--- src/rtl/debounce_scan_controller.sv ---
// Time-multiplexed switch debouncer: one shared evaluation datapath visits one
// channel per sample strobe, keeping only a debounced bit and stability count per channel.
module debounce_scan_controller #(
    parameter int unsigned NUM_SWITCHES = 4,
    parameter int unsigned SAMPLE_DIV   = 2500,
    parameter int unsigned STABLE_COUNT = 25
) (
    input  logic                            i_Clk,
    input  logic                            i_Rst_L,
    input  logic                            i_Enable,
    input  logic [NUM_SWITCHES-1:0]         i_Switch,
    output logic [NUM_SWITCHES-1:0]         o_Debounced,
    output logic [NUM_SWITCHES-1:0]         o_Press,
    output logic [NUM_SWITCHES-1:0]         o_Release,
    output logic [$clog2(NUM_SWITCHES)-1:0] o_Scan_Index
);

    localparam int unsigned IW = $clog2(NUM_SWITCHES);
    localparam int unsigned DW = $clog2(SAMPLE_DIV);
    localparam int unsigned CW = $clog2(STABLE_COUNT + 1);

    typedef enum logic {
        ST_WAIT,
        ST_EVAL
    } state_t;

    state_t                  state_q, state_d;
    logic [NUM_SWITCHES-1:0] sync1_q, sync2_q;
    logic [NUM_SWITCHES-1:0] deb_q, deb_d;
    logic [NUM_SWITCHES-1:0] press_q, press_d;
    logic [NUM_SWITCHES-1:0] rel_q, rel_d;
    logic [DW-1:0]           div_q, div_d;
    logic [IW-1:0]           ptr_q, ptr_d;
    logic [CW-1:0]           cnt_q [NUM_SWITCHES];
    logic [CW-1:0]           cnt_d [NUM_SWITCHES];
    logic                    strobe;

    always_comb begin
        strobe  = i_Enable && (div_q == DW'(SAMPLE_DIV - 1));
        div_d   = div_q;
        if (i_Enable) begin
            div_d = strobe ? '0 : div_q + 1'b1;
        end
        state_d = state_q;
        ptr_d   = ptr_q;
        deb_d   = deb_q;
        press_d = '0;
        rel_d   = '0;
        cnt_d   = cnt_q;
        case (state_q)
            ST_WAIT: begin
                if (strobe) begin
                    state_d = ST_EVAL;
                end
            end
            ST_EVAL: begin
                // EVAL is never gated by i_Enable so a visit always completes
                state_d = ST_WAIT;
                ptr_d   = (ptr_q == IW'(NUM_SWITCHES - 1)) ? '0 : ptr_q + 1'b1;
                if (sync2_q[ptr_q] == deb_q[ptr_q]) begin
                    cnt_d[ptr_q] = '0;
                end else if (cnt_q[ptr_q] == CW'(STABLE_COUNT - 1)) begin
                    cnt_d[ptr_q] = '0;
                    deb_d[ptr_q] = sync2_q[ptr_q];
                    if (sync2_q[ptr_q]) begin
                        press_d[ptr_q] = 1'b1;
                    end else begin
                        rel_d[ptr_q] = 1'b1;
                    end
                end else begin
                    cnt_d[ptr_q] = cnt_q[ptr_q] + 1'b1;
                end
            end
            default: state_d = ST_WAIT;
        endcase
    end

    always_ff @(posedge i_Clk or negedge i_Rst_L) begin
        if (!i_Rst_L) begin
            state_q <= ST_WAIT;
            sync1_q <= '0;
            sync2_q <= '0;
            deb_q   <= '0;
            press_q <= '0;
            rel_q   <= '0;
            div_q   <= '0;
            ptr_q   <= '0;
            for (int unsigned k = 0; k < NUM_SWITCHES; k++) begin
                cnt_q[k] <= '0;
            end
        end else begin
            state_q <= state_d;
            sync1_q <= i_Switch;
            sync2_q <= sync1_q;
            deb_q   <= deb_d;
            press_q <= press_d;
            rel_q   <= rel_d;
            div_q   <= div_d;
            ptr_q   <= ptr_d;
            cnt_q   <= cnt_d;
        end
    end

    assign o_Debounced  = deb_q;
    assign o_Press      = press_q;
    assign o_Release    = rel_q;
    assign o_Scan_Index = ptr_q;

endmodule

--- config.mk ---
export PLATFORM = sky130hd
export DESIGN_NAME = debounce_scan_controller
export DESIGN_NICKNAME = d
export VERILOG_FILES = /design/src/rtl/debounce_scan_controller.sv
export SDC_FILE = /design/constraint.sdc
export NUM_CORES = 1
export LEC_CHECK = 0
export ABC_CLOCK_PERIOD_IN_PS = 4300
export CORE_MARGIN = 3
export CORE_UTILIZATION = 45
export CTS_CLUSTER_SIZE = 20
export DETAILED_ROUTE_END_ITERATION = 8
export PLACE_DENSITY_LB_ADDON = 0.1
export SETUP_SLACK_MARGIN = 0.3
export SLEW_MARGIN = 10
export SYNTH_ARGS = -nofsm -noshare
export SYNTH_HDL_FRONTEND = slang
export SYNTH_SLANG_ARGS = --single-unit
--- constraint.sdc ---
create_clock -name i_Clk -period 4.3 [get_ports i_Clk]
set_clock_uncertainty 0.2 [all_clocks]
set_input_delay 0.86 -clock i_Clk [delete_from_list [all_inputs] [get_ports i_Clk]]
set_output_delay 0.86 -clock i_Clk [all_outputs]
set_load 0.1 [all_outputs]
==> impl_metrics.py, run 1 <==
metrics = {
    "sta": {
        "rsz0062_at_grt": "no",
        "whs_ns": 0.160,
        "tns_ns": 0,
        "max_slew_margin_pct": 34.7,
        "fmax_mhz": 301,
        "post-route-period-util_pct": 77.3,
        "worstMarginPinSlew_ns": 0.977,
        "final_hold_viol_count": 0,
        "setup_viol": 0,
        "drv_slew": 0,
        "setup_slack_ns": 0.977,
        "period_minus_slack_ns": 3.32,
    },
    "grt": {
        "antenna_found_initial": 0,
        "grt_overflow": 0,
        "grt_pass1_vias": 1724,
        "grt_max_degree": 35,
        "grt_pass1_wl_um": 8070,
        "grt_util_met1_pct": 19.0,
        "grt-busiest-layer": "met2",
        "grt_usage_pct": 16.6,
        "met3_usage_pct": 4.51,
        "gr-usage-met2_pct": 29.2,
    },
    "die": {
        "dieArea_um2": 6380,
        "start_util_pct": 47.2,
        "pin_count": 21,
        "core.rowCount": 26,
        "die_width_um": 79.9,
        "coreArea_um2": 5200,
        "die_h_um": 79.9,
    },
    "clock_network": {
        "insertion_delay_ns": 0.31,
        "cts_inserted_buffers": 5,
        "hold_buffers": 0,
        "tritoncts": "built",
        "cts_max_level": 2,
        "cts.sinks": 55,
        "cts_setup_buffers": 0,
        "path_clk_slew_ns": 0.10,
        "clockBufferDepth": 2,
        "cts_resized": 0,
        "root_buffer": "clkbuf_8",
    },
    "placed_design": {
        "pre_cts_ws_ns": 1.29,
        "gp_congestion": 0.817,
        "dp_hpwl_um": 3270,
        "io_buffers": 20,
    },
    "cells_and_area": {
        "fillCellCount": 458,
        "area_growth_pct": 14.5,
        "fin_nets": 229,
        "regArea_um2": 1380,
        "multiInputGateArea_um2": 1030,
        "diodes": 0,
        "drive_above_1_share_pct": 14.8,
    },
    "worst_setup_path": {
        "crit_type": "flop to output port",
        "path_cells": "clkdlybuf4s50_1",
        "crit_required_ns": 3.24,
        "cp_slowest_stage_delay_ns": 1.24,
        "critPathTopFamily": "buffers and inverters",
        "cpMaxStageDelayCell": "clkdlybuf4s50_1",
        "worstPathMaxFanout": 12,
        "end_kind": "output port",
        "worstPathArrival_ns": 2.26,
        "critPathLaunchType": "flop",
        "crit_buf_inv": 1,
    },
    "route": {
        "initialDrtViolationCount": 63,
        "drt_pass1_iterations": 4,
        "num_vias": 1543,
        "final_antenna_net_count": 0,
        "wl_um": 4500,
        "drcViolationCount": 0,
        "avgViaCountPerCell": 5.40,
        "wire_per_inst_um": 15.7,
    },
    "power_and_ir_drop": {
        "max-vdd-ir-drop_mv": 0.233,
        "p_leak_uw": 0.00122,
        "powerDensity_nw_per_um2": 346,
    },
    "yosys": {
        "syn_inst": 194,
        "synth-seq-area-share_pct": 56.0,
        "ys_seq_elements": 55,
        "synthDistinctLibCells": 30,
        "synth_area_per_cell_um2": 12.7,
        "syn_area_um2": 2460,
        "synth_nets": 208,
        "ys_warn_count": 0,
    },
    "flow_run": {
        "cap_violations": 0,
    },
    "min_path": {
        "hold_path_class": "flop to flop",
    },
    "run_status": {
        "status": "finished, final reports clean",
    },
}
kinds of logic (layout without fill, tap and decap cells):
| group | Yosys count | in the layout | share of synthesized area (%) |
|---|---|---|---|
| and+or+nand+nor | 69 | 69 | 15.2 |
| DFF | 55 | 55 | 56.0 |
| muxes | 20 | 20 | 13.0 |
| AOI/OAI and AO/OA | 17 | 17 | 4.33 |
| xor gates and xnor gates | 14 | 14 | 5.75 |
| buffers and inverters | 12 | 34 | 2.14 |
| adders and majority gates | 7 | 7 | 3.56 |
final timing paths:
kind	from	endpoint	slack, ns	cells past startpoint
worst max-delay path	o_Scan_Index[0]$_DFFE_PN0P_	o_Scan_Index[0]	0.98	1
worst min-delay path	sync1_q[1]$_DFF_PN0_	sync2_q[1]$_DFF_PN0_	0.16	0
worst max register to register	o_Scan_Index[0]$_DFFE_PN0P_	o_Debounced[3]$_DFFE_PN0P_	1.51	6
worst min register to register	sync1_q[1]$_DFF_PN0_	sync2_q[1]$_DFF_PN0_	0.16	0
max in group asynchronous	i_Rst_L	cnt_q[5]$_DFFE_PN0P_	2.71	2
min in group asynchronous	i_Rst_L	o_Release[2]$_DFF_PN0_	0.41	1
area by class of cell:
class | count | share of cell area, %
clock buffer | 6 | 2.94
clock inverter | 2 | 0.578
inverter | 5 | 0.667
multi-input combinational | 127 | 36.6
sequential | 55 | 48.9
tap | 70 | 3.11
timing repair buffer | 21 | 7.21
registers in the layout (all words and copies together) (netlist names):
register and flops:
state_q 1, sync2_q 4, cnt_q 20, o_Release 4, o_Debounced 4, o_Press 4, div_q 12, sync1_q 4
o_Scan_Index 2
synth_stat cells:
master / count / area, um^2
a21oi_1: 1 / 5.00
and3_1: 3 / 18.8
and4b_4: 1 / 13.8
buf_6: 1 / 11.3
clkbuf_1: 6 / 22.5
dfrtp_1: 55 / 1380
ha_1: 7 / 87.6
inv_1: 5 / 18.8
mux2_2: 13 / 146
mux4_1: 4 / 105
mux4_2: 3 / 67.6
nand2_1: 25 / 93.8
nand3_1: 7 / 35.0
nand3b_1: 2 / 15.0
nand4_1: 2 / 12.5
nand4b_4: 1 / 23.8
nor2_1: 16 / 60.1
nor2b_1: 1 / 6.26
nor3_1: 5 / 25.0
nor3_2: 1 / 10.0
nor3_4: 1 / 16.3
nor4_4: 1 / 21.3
o21ai_0: 7 / 35.0
o22ai_1: 1 / 6.26
o31ai_1: 8 / 60.1
or3_1: 2 / 12.5
or4b_1: 1 / 10.0
xnor2_1: 7 / 61.3
xnor2_4: 1 / 27.5
xor2_1: 6 / 52.6
where the power goes:
group / leakage, uW / switching [uW] / internal (uW)
clock network: 0.0000474 / 170 / 132
logic: 0.000437 / 50.2 / 40.8
registers: 0.000739 / 31.1 / 549
cells in the final DEF (no fill, tap or decap), drive strengths merged:
master	n
dfrtp	55
nand2	25
clkdlybuf4s50	19
nor2	16
mux2	13
o31ai	8
xnor2	8
nand3	7
o21ai	7
ha	7
nor3	7
mux4	7
xor2	6
clkbuf	6
inv	5
and3	3
nand3b	2
or3	2
nand4	2
buf	2
and4b	1
or4b	1
nor4	1
nor2b	1
o22ai	1
nand4b	1
a21oi	1
clkinvlp	1
clkinv	1
through the flow:
step                      power (uW)  cell area [um^2]  std cells  util [%]
final                            973              2810        286      54.0
after global routing            1040              2810        286      54.0
after CTS                        987              2810        286      54.0
after detailed placement         683              2710        278      52.1
after global placement           674              2710        278      52.1
after floorplan                  646              2460        194         -
layer usage:
layer / vias to the layer above / wire length (um)
met2: 24 / 2420
met3: 9 / 134
met5: - / 0
met1: 790 / 1860
met4: 0 / 83
li1: 720 / -
No activity file was read; power rests on OpenSTA's default activity.
==> run 2, diff against run 1 <==
--- a/config.mk
+++ b/config.mk
@@ -5,7 +5,7 @@
 export SDC_FILE = /design/constraint.sdc
 export NUM_CORES = 1
 export LEC_CHECK = 0
-export ABC_CLOCK_PERIOD_IN_PS = 4300
+export ABC_CLOCK_PERIOD_IN_PS = 3250
 export CORE_MARGIN = 3
 export CORE_UTILIZATION = 45
 export CTS_CLUSTER_SIZE = 20
==> constraint.sdc (replaced) <==
create_clock -name i_Clk -period 3.25 [get_ports i_Clk]
set_clock_uncertainty 0.2 [all_clocks]
set_input_delay 0.65 -clock i_Clk [delete_from_list [all_inputs] [get_ports i_Clk]]
set_output_delay 0.65 -clock i_Clk [all_outputs]
set_load 0.1 [all_outputs]
==> run 2 against run 1 <==
Clock power up 30%. Die area unchanged. Largest power group unchanged. Via count down 1.5%. Combinational power up 34%.
==> impl_metrics.py, run 2 (synthesis gave the netlist of run 1 again) <==
metrics = {
    "run_status": {
        "status": "finished, final reports clean",
    },
    "min_path": {
        "hold_path_class": "input pin to asynchronous set/reset pin",
    },
    "die": {
        "core.rowCount": 26,
        "pin_count": 21,
        "start_util_pct": 47.2,
        "dieArea_um2": 6380,
        "die_width_um": 79.9,
        "die_h_um": 79.9,
        "coreArea_um2": 5200,
    },
    "grt": {
        "grt_usage_pct": 15.9,
        "grt_pass1_vias": 1602,
        "grt_max_degree": 30,
        "antenna_found_initial": 0,
        "grt_overflow": 0,
        "grt_pass1_wl_um": 7710,
    },
    "sta": {
        "period_minus_slack_ns": 2.62,
        "whs_ns": 0.151,
        "max_slew_margin_pct": 56.8,
        "setup_viol": 0,
        "post-route-period-util_pct": 80.5,
        "rsz0062_at_grt": "no",
        "drv_slew": 0,
        "tns_ns": 0,
        "final_hold_viol_count": 0,
        "worstMarginPinSlew_ns": 0.647,
        "fmax_mhz": 382,
    },
    "worst_setup_path": {
        "end_kind": "flop",
        "reg2regPathDepth": 6,
        "critPathLaunchType": "flop",
        "worstPathArrival_ns": 2.61,
        "crit_type": "flop to flop",
        "r2r_start": "o_Scan_Index[0]$_DFFE_PN0P_",
        "reg2reg_to": "o_Debounced[3]$_DFFE_PN0P_",
        "worstPathMaxFanout": 12,
        "regToRegSetupSlack_ns": 0.63,
        "crit_required_ns": 3.24,
    },
    "clock_network": {
        "cts_resized": 0,
        "cts.sinks": 55,
        "tritoncts": "built",
        "root_buffer": "clkbuf_8",
        "cts_inserted_buffers": 5,
        "path_clk_slew_ns": 0.10,
        "cts_max_level": 2,
        "cts_setup_buffers": 0,
        "insertion_delay_ns": 0.31,
        "clockBufferDepth": 2,
        "hold_buffers": 0,
    },
    "power_and_ir_drop": {
        "max-vdd-ir-drop_mv": 0.281,
        "pwr-share-clk_pct": 30.7,
        "powerDensity_nw_per_um2": 460,
        "netSwitchingFraction_pct": 25.5,
        "comb_power_share_pct": 9.5,
        "p_leak_uw": 0.00126,
        "power.internal_uw": 957,
        "seq_power_share_pct": 59.8,
        "p_switching_uw": 327,
    },
    "route": {
        "avgViaCountPerCell": 5.31,
        "initialDrtViolationCount": 101,
        "final_antenna_net_count": 0,
        "num_vias": 1520,
        "wl_um": 4410,
        "drcViolationCount": 0,
        "wire_per_inst_um": 15.4,
        "drt_pass1_iterations": 4,
    },
    "cells_and_area": {
        "fillCellCount": 473,
        "reg_top3": "cnt_q (20), div_q (12)",
        "regMostFlops": "cnt_q",
        "final_common_cell": "dfrtp_1",
        "largest_reg_flops": 20,
        "drive_above_1_share_pct": 21.8,
        "fin_nets": 229,
        "diodes": 0,
        "layout_common_cells": "dfrtp_1, nand2_1, nor2_1",
        "area_growth_pct": 13.6,
    },
    "flow_run": {
        "cap_violations": 0,
    },
    "placed_design": {
        "gp_congestion": 0.857,
        "dp_hpwl_um": 3220,
        "io_buffers": 20,
    },
}
-- run 2: cell types whose count changed in the layout (fill, tap and decap cells not counted) --
cell	change
buf_12	+1
dfrtp_2	+1
dfrtp_1	-1
buf_4	+13
clkdlybuf4s50_1	-14
-- run 2: how the worst max path moves through the flow --
stage / start / to / cells past startpoint
global route: o_Scan_Index[0]$_DFFE_PN0P_ / o_Debounced[0]$_DFFE_PN0P_ / 6
finish: o_Scan_Index[0]$_DFFE_PN0P_ / o_Debounced[3]$_DFFE_PN0P_ / 6
detailed placement: o_Scan_Index[0]$_DFFE_PN0P_ / o_Debounced[0]$_DFFE_PN0P_ / 6
floorplan: o_Scan_Index[1]$_DFFE_PN0P_ / o_Debounced[0]$_DFFE_PN0P_ / 7
global placement: o_Scan_Index[0]$_DFFE_PN0P_ / o_Debounced[3]$_DFFE_PN0P_ / 6
CTS: o_Scan_Index[0]$_DFFE_PN0P_ / o_Debounced[3]$_DFFE_PN0P_ / 6
-- run 2: power groups by stage --
stage               combinational (uW)  clock (uW)  sequential [uW]
global route                       139         445              775
detailed placement                 124           0              782
finish                             122         394              768
floorplan                         83.9           0              771
global placement                   115           0              779
CTS                                125         415              768
-- run 2: routing by layer --
metal	vias to the layer above	wire length, um	track usage (%)
li1	718	-	-
met1	773	2000	20.8
met2	21	2210	25.5
met3	8	131	3.84
met4	0	73	6.08
met5	-	0	0
-- run 2: final cells by class --
type                       instances  area, um^2  area share (%)
clock buffer                       6        82.6            2.96
clock inverter                     2        16.3           0.583
inverter                           5        18.8           0.672
multi-input combinational        127        1030            36.8
sequential                        55        1380            49.3
tap                               70        87.6            3.14
timing repair buffer              21         180            6.45
-- run 2: stage by stage --
step	instance area, um^2	total power (uW)	utilization, %	instances	worst slack (ns)
floorplan	2460	855	-	194	0.316
global placement	2690	894	51.7	278	0.694
detailed placement	2690	906	51.7	278	0.632
CTS	2790	1310	53.6	286	0.624
global route	2790	1360	53.6	286	0.471
finish	2790	1280	53.6	286	0.633
-- run 2: critical path: stages, from the launching register on --
cell and delay (ns):
dfrtp_2 0.57, mux4_1 0.68, inv_1 0.09, ha_1 0.22, nand4b_4 0.15, nor3_1 0.23, mux2_2 0.36
==> run 3, diff against run 2 <==
--- a/config.mk
+++ b/config.mk
@@ -5,7 +5,7 @@
 export SDC_FILE = /design/constraint.sdc
 export NUM_CORES = 1
 export LEC_CHECK = 0
-export ABC_CLOCK_PERIOD_IN_PS = 3250
+export ABC_CLOCK_PERIOD_IN_PS = 2200
 export CORE_MARGIN = 3
 export CORE_UTILIZATION = 45
 export CTS_CLUSTER_SIZE = 20
==> constraint.sdc (replaced) <==
create_clock -name i_Clk -period 2.2 [get_ports i_Clk]
set_clock_uncertainty 0.2 [all_clocks]
set_input_delay 0.44 -clock i_Clk [delete_from_list [all_inputs] [get_ports i_Clk]]
set_output_delay 0.44 -clock i_Clk [all_outputs]
set_load 0.1 [all_outputs]
==> run 3 against run 2 <==
The run now ends with setup timing left. Sequential share of layout area is 5.8 points lower. Non-clock buffer count is 27 higher. Worst hold slack better by 0.0063 ns. First-iteration DRC count is 5.0% lower. Wire length is 7.0% higher. Global-route usage is 0.20 points higher. Worst setup slack worse by 0.76 ns. Via count is 7.1% higher. Register-to-register slack worse by 0.76 ns. Clock power is 37% higher. Largest cell class unchanged.
==> impl_metrics.py, run 3 (synthesis gave the netlist of run 1 again) <==
metrics = {
    "die": {
        "core.rowCount": 26,
        "die_h_um": 79.9,
        "pin_count": 21,
        "dieArea_um2": 6380,
        "start_util_pct": 47.2,
        "die_width_um": 79.9,
        "coreArea_um2": 5200,
    },
    "cells_and_area": {
        "fin_nets": 256,
        "final_common_cell": "dfrtp_1",
        "fillCellCount": 425,
        "reg_top3": "cnt_q (20), div_q (12)",
        "diodes": 0,
        "layout_common_cells": "dfrtp_1, buf_4, nand2_1",
        "stdcell_area_um2": 3180,
        "area_growth_pct": 29.2,
        "largest_reg_flops": 20,
        "regMostFlops": "cnt_q",
        "stdcell_count": 312,
        "drive_above_1_share_pct": 40.1,
    },
    "sta": {
        "post-route-period-util_pct": 106,
        "max_slew_margin_pct": 68.6,
        "setup_slack_ns": -0.129,
        "fmax_mhz": 429,
        "setup_viol": 23,
        "drv_slew": 0,
        "whs_ns": 0.158,
        "final_hold_viol_count": 0,
        "rsz0062_at_grt": "yes",
        "period_minus_slack_ns": 2.33,
        "worstMarginPinSlew_ns": 0.471,
    },
    "power_and_ir_drop": {
        "p_leak_uw": 0.00142,
        "max-vdd-ir-drop_mv": 0.323,
        "netSwitchingFraction_pct": 24.4,
        "powerDensity_nw_per_um2": 591,
        "pwr-share-clk_pct": 28.7,
        "power.internal_uw": 1420,
        "seq_power_share_pct": 60.5,
        "p_switching_uw": 458,
        "comb_power_share_pct": 10.8,
    },
    "worst_setup_path": {
        "critPathLaunchType": "flop",
        "crit_required_ns": 2.19,
        "crit_type": "flop to flop",
        "worstPathArrival_ns": 2.32,
        "worstPathMaxFanout": 6,
        "r2r_start": "o_Scan_Index[0]$_DFFE_PN0P_",
        "end_kind": "flop",
        "critPathLaunch": "o_Scan_Index[0]$_DFFE_PN0P_",
    },
    "grt": {
        "grt-busiest-layer": "met2",
        "antenna_found_initial": 0,
        "grt_max_degree": 24,
        "grt_pass1_vias": 1605,
        "met3_usage_pct": 3.27,
        "grt_usage_pct": 16.1,
        "gr-usage-met2_pct": 25.5,
        "grt_util_met1_pct": 21.8,
        "grt_overflow": 0,
        "grt_pass1_wl_um": 7850,
    },
    "placed_design": {
        "io_buffers": 20,
        "gp_congestion": 0.785,
        "placed_cells": 298,
        "placed_cell_area_um2": 2920,
        "dp_hpwl_um": 3490,
    },
    "clock_network": {
        "tritoncts": "built",
        "insertion_delay_ns": 0.30,
        "path_clk_slew_ns": 0.09,
        "root_buffer": "clkbuf_8",
        "cts_max_level": 2,
        "cts.sinks": 55,
        "clockBufferDepth": 2,
        "cts_inserted_buffers": 5,
    },
    "run_status": {
        "violations": "setup timing",
        "status": "complete, but fails checks",
    },
    "route": {
        "drt_pass1_iterations": 4,
        "final_antenna_net_count": 0,
        "wire_per_inst_um": 15.1,
        "drcViolationCount": 0,
        "wl_um": 4720,
        "num_vias": 1628,
        "avgViaCountPerCell": 5.22,
        "initialDrtViolationCount": 96,
    },
    "min_path": {
        "min_from": "sync1_q[2]$_DFF_PN0_",
        "hold_path_class": "flop to flop",
    },
    "flow_run": {
        "cap_violations": 0,
    },
}
-- run 3: worst paths after layout --
kind / end / slack, ns / cells past startpoint
min reg2reg: sync2_q[2]$_DFF_PN0_ / 0.16 / 0
max: o_Debounced[1]$_DFFE_PN0P_ / -0.13 / 6
min in group asynchronous: div_q[11]$_DFFE_PN0P_ / 0.42 / 2
max in group asynchronous: cnt_q[18]$_DFFE_PN0P_ / 0.75 / 3
max reg2reg: o_Debounced[1]$_DFFE_PN0P_ / -0.13 / 6
min: sync2_q[2]$_DFF_PN0_ / 0.16 / 0
-- run 3: metal layers --
layer	vias up	share of wire (%)
met4	0	1.9
met2	37	49
met1	815	45
met5	-	0
met3	10	4.5
li1	766	-
-- run 3: what timing repair did --
| item | 4_1_cts | 5_1_grt |
|---|---|---|
| hold buffers | 1 | 0 |
| endpoints found under the hold margin | 21 | 0 |
| endpoints found under the setup margin | 33 | 37 |
| pin swaps | 5 | 9 |
| resized for setup | 12 | 16 |
| setup buffers | 3 | 3 |
-- run 3: power by group through the flow --
| stage | clock (uW) | sequential, uW | combinational, uW |
|---|---|---|---|
| 6_report | 539 | 1140 | 203 |
| 5_1_grt | 613 | 1140 | 230 |
| 4_1_cts | 557 | 1140 | 200 |
| 3_5_place_dp | 0 | 1160 | 192 |
| 3_3_place_gp | 0 | 1150 | 178 |
| 2_1_floorplan | 0 | 1140 | 126 |
-- run 3: layout make-up --
cell class | count | area (um^2) | share of cell area, %
flip-flops and latches | 55 | 1380 | 43.6
multi-input cells | 127 | 1190 | 37.4
repair buffers | 48 | 412 | 13.0
well taps | 70 | 87.6 | 2.76
clock buffers | 6 | 82.6 | 2.60
inverters | 5 | 18.8 | 0.591
clock inverters | 1 | 5.00 | 0.158
-- run 3: worst max-delay path: stages, from the launching register on --
cell and delay, ns:
dfrtp_4 0.49, buf_6 0.12, mux4_2 0.58, xnor2_4 0.19, buf_6 0.14, nor3_4 0.18, mux2_4 0.31
-- run 3: through the flow --
| stage | setup slack [ns] | total power (uW) | util, % | setup TNS (ns) |
|---|---|---|---|---|
| 2_1_floorplan | -0.340 | 1270 | - | -6.03 |
| 3_3_place_gp | -0.0537 | 1330 | 56.0 | -0.774 |
| 3_5_place_dp | -0.135 | 1350 | 56.0 | -2.01 |
| 4_1_cts | -0.0952 | 1890 | 59.0 | -1.05 |
| 5_1_grt | -0.211 | 1990 | 61.0 | -3.76 |
| 6_report | -0.129 | 1880 | 61.0 | -1.05 |
==> patch, RTL diff (settings of run 3) <==
Set the parameter `NUM_SWITCHES` to 8 (it was 4).
--- a/src/rtl/debounce_scan_controller.sv
+++ b/src/rtl/debounce_scan_controller.sv
@@ -1,7 +1,7 @@
 // Time-multiplexed switch debouncer: one shared evaluation datapath visits one
 // channel per sample strobe, keeping only a debounced bit and stability count per channel.
 module debounce_scan_controller #(
-    parameter int unsigned NUM_SWITCHES = 4,
+    parameter int unsigned NUM_SWITCHES = 8,
     parameter int unsigned SAMPLE_DIV   = 2500,
     parameter int unsigned STABLE_COUNT = 25
 ) (
Interface: changed (5 resized); port bits go from 21 to 38. The function was not compared with the original's and may differ.
==> patch against run 3 <==
- power up 89%
- final area up 92%
- wire length up 120%
- worst hold slack worse by 13 ps
- sequential share of layout area down 4.0 points
- non-clock buffer count up 59
- largest cell class unchanged
- sequential cell count up 41
- critical path type unchanged
- highest routed layer unchanged
- area after synthesis up 80%
- the flow still finishes with violations (setup timing)
- via count up 94%
- worst setup slack worse by 360 ps
==> patch: results (changes against run 3) <==
.. list-table::
   :header-rows: 1

   * - Metric
     - Value
   * - Share of layout cells above drive strength 1
     - 48.2% (was 40.1%)
   * - VDD IR max
     - 615 uV (was 323 uV)
   * - Data arrival time of the critical path
     - 2730 ps (was 2320 ps)
   * - Clk_lat worst skew
     - 370 ps (was 300 ps)
   * - Peak per-stage delay on the critical path
     - 550 ps (was 580 ps)
   * - Switching power
     - 0.826 mW (was 0.458 mW)
   * - Setup Slack @ Placement
     - -462 ps (was -135 ps)
   * - Total vias in the final route
     - 3,165 (was 1,628)
   * - Worst slew margin relative to its limit
     - 63.4% (was 68.6%)
   * - Per-cell routed wire length
     - 17.1 um (was 15.1 um)
   * - Detailed router's first-iteration violation count
     - 81 (was 96)
   * - Post-placement cell area
     - 5500 um2 (was 2920 um2)
   * - Leading registers by flop count
     - cnt_q x40, div_q x12 (was cnt_q x20, div_q x12)
   * - Detailed placer's ending HPWL
     - 7120 um (was 3490 um)
   * - H-tree depth reported by CTS
     - 3 (was 2)
   * - Violated checks
     - setup timing (unchanged)
   * - Final count of negative-setup-slack endpoints
     - 64 (was 23)
   * - Via count of the first global-routing pass
     - 3,377 (was 1,605)
   * - Number of buffer cells added on primary ports
     - 37 (was 20)
   * - Crit path max fanout
     - 8 (was 6)
   * - Warnings from Yosys
     - 0 (unchanged)
   * - Sequential share of the synthesized area
     - 54.3% (was 56.0%)
   * - GP Congestion
     - 0.823 (was 0.785)
   * - Number of distinct library cells after synthesis
     - 60 (was 30)
   * - Leakage component of the power
     - 2.63 nW (was 1.42 nW)
   * - Maximum number of pins on one net before global-route repair
     - 37 (was 24)
   * - Syn_nets
     - 380 (was 208)
   * - Synth cell count leaders
     - sky130_fd_sc_hd__dfrtp_1, sky130_fd_sc_hd__nand2_1, sky130_fd_sc_hd__o21ai_1 (was sky130_fd_sc_hd__dfrtp_1, sky130_fd_sc_hd__nand2_1, sky130_fd_sc_hd__nor2_1)
   * - Final nets
     - 480 (was 256)
   * - Highest-delay cell along the critical path
     - sky130_fd_sc_hd__mux4_2 (unchanged)
   * - Setup slack of the critical path after layout
     - -485 ps (was -129 ps)
   * - Status
     - complete, but fails checks (unchanged)
   * - Filler Cell Count
     - 710 (was 425)
   * - All-Layer GR Usage
     - 19.8% (was 16.1%)
   * - Number of clock buffers inserted by TritonCTS
     - 9 (was 5)
   * - Cell types with the largest area share after synthesis
     - sky130_fd_sc_hd__dfrtp_1, sky130_fd_sc_hd__mux4_2, sky130_fd_sc_hd__nand2_1 (was sky130_fd_sc_hd__dfrtp_1, sky130_fd_sc_hd__mux2_2, sky130_fd_sc_hd__mux4_1)
   * - First-pass GRT wire length
     - 17,300 um (was 7850 um)
patch: changes by cell type after synthesis, sizes merged, moves of 4 or more:
cell	before	now
o21ai	7	53
dfrtp	55	96
nand2	25	56
nor3	7	19
mux2i	0	11
buf	1	8
o31ai	8	1
clkbuf	6	11
mux2	13	8
nor2	16	11
nand3	7	11
patch: layer usage:
layer  global-route usage (%)  vias up  part of all wire (%)
met5                        0        -                     0
met4                     4.50        0                   1.1
met3                     4.01       10                   3.4
met2                     32.6       49                    50
met1                     27.1     1603                    46
li1                         -     1503                     -
patch: path summary, 6_finish.rpt:
| path | cells past startpoint | slack (ps) | from | endpoint |
|---|---|---|---|---|
| worst max-delay path | 8 | -480 | o_Scan_Index[1]$_DFFE_PN0P_ | cnt_q[12]$_DFFE_PN0P_ |
| worst min-delay path | 0 | 140 | sync1_q[7]$_DFF_PN0_ | sync2_q[7]$_DFF_PN0_ |
| worst max register to register | 8 | -480 | o_Scan_Index[1]$_DFFE_PN0P_ | cnt_q[12]$_DFFE_PN0P_ |
| worst min register to register | 0 | 140 | sync1_q[7]$_DFF_PN0_ | sync2_q[7]$_DFF_PN0_ |
| max in group asynchronous | 3 | 920 | i_Rst_L | o_Scan_Index[2]$_DFFE_PN0P_ |
| min in group asynchronous | 2 | 330 | i_Rst_L | o_Press[1]$_DFF_PN0_ |
patch: repair_timing:
item,4_1_cts,5_1_grt
gates cloned,1,0
hold buffers,1,0
hold endpoints to repair,27,0
pin swaps,19,10
setup endpoints to repair,67,68
resized for setup,25,27
setup buffers,9,3
patch: logic make-up after synthesis:
kind of cell | after synthesis | synth area share, %
buffers and inverters | 27 | 3.65
muxes | 29 | 10.3
AOI/OAI and AO/OA | 74 | 12.7
adders and majority gates | 5 | 1.41
DFF | 96 | 54.3
xor gates and xnor gates | 12 | 2.37
and+or+nand+nor | 121 | 15.2
patch: power by group through the flow:
stage	Sequential, mW	Combinational [mW]	Clock, mW
finish	1.90	0.208	1.44
global route	1.91	0.244	1.54
CTS	1.90	0.211	1.47
detailed placement	1.94	0.207	0
global placement	1.93	0.203	0
floorplan	1.92	0.121	0
patch: layout make-up:
cell class	instances	area, um2	share of cell area [%]
clock buffer	10	138	2.25
clock inverter	6	115	1.89
inverter	8	30.0	0.492
multi-input combinational	242	2150	35.3
sequential	96	2410	39.5
tap	129	161	2.64
timing repair buffer	107	1090	17.9
patch: per-stage QoR:
stage               hold WS [ps]  setup TNS (ps)  utilization [%]  std cells
floorplan                  -55.6          -35950                -        364
global placement             132          -19050             58.4        568
detailed placement           135          -21620             58.4        568
CTS                          151          -21610             63.3        595
global route                 154          -27340             64.8        598
finish                       144          -22640             64.8        598
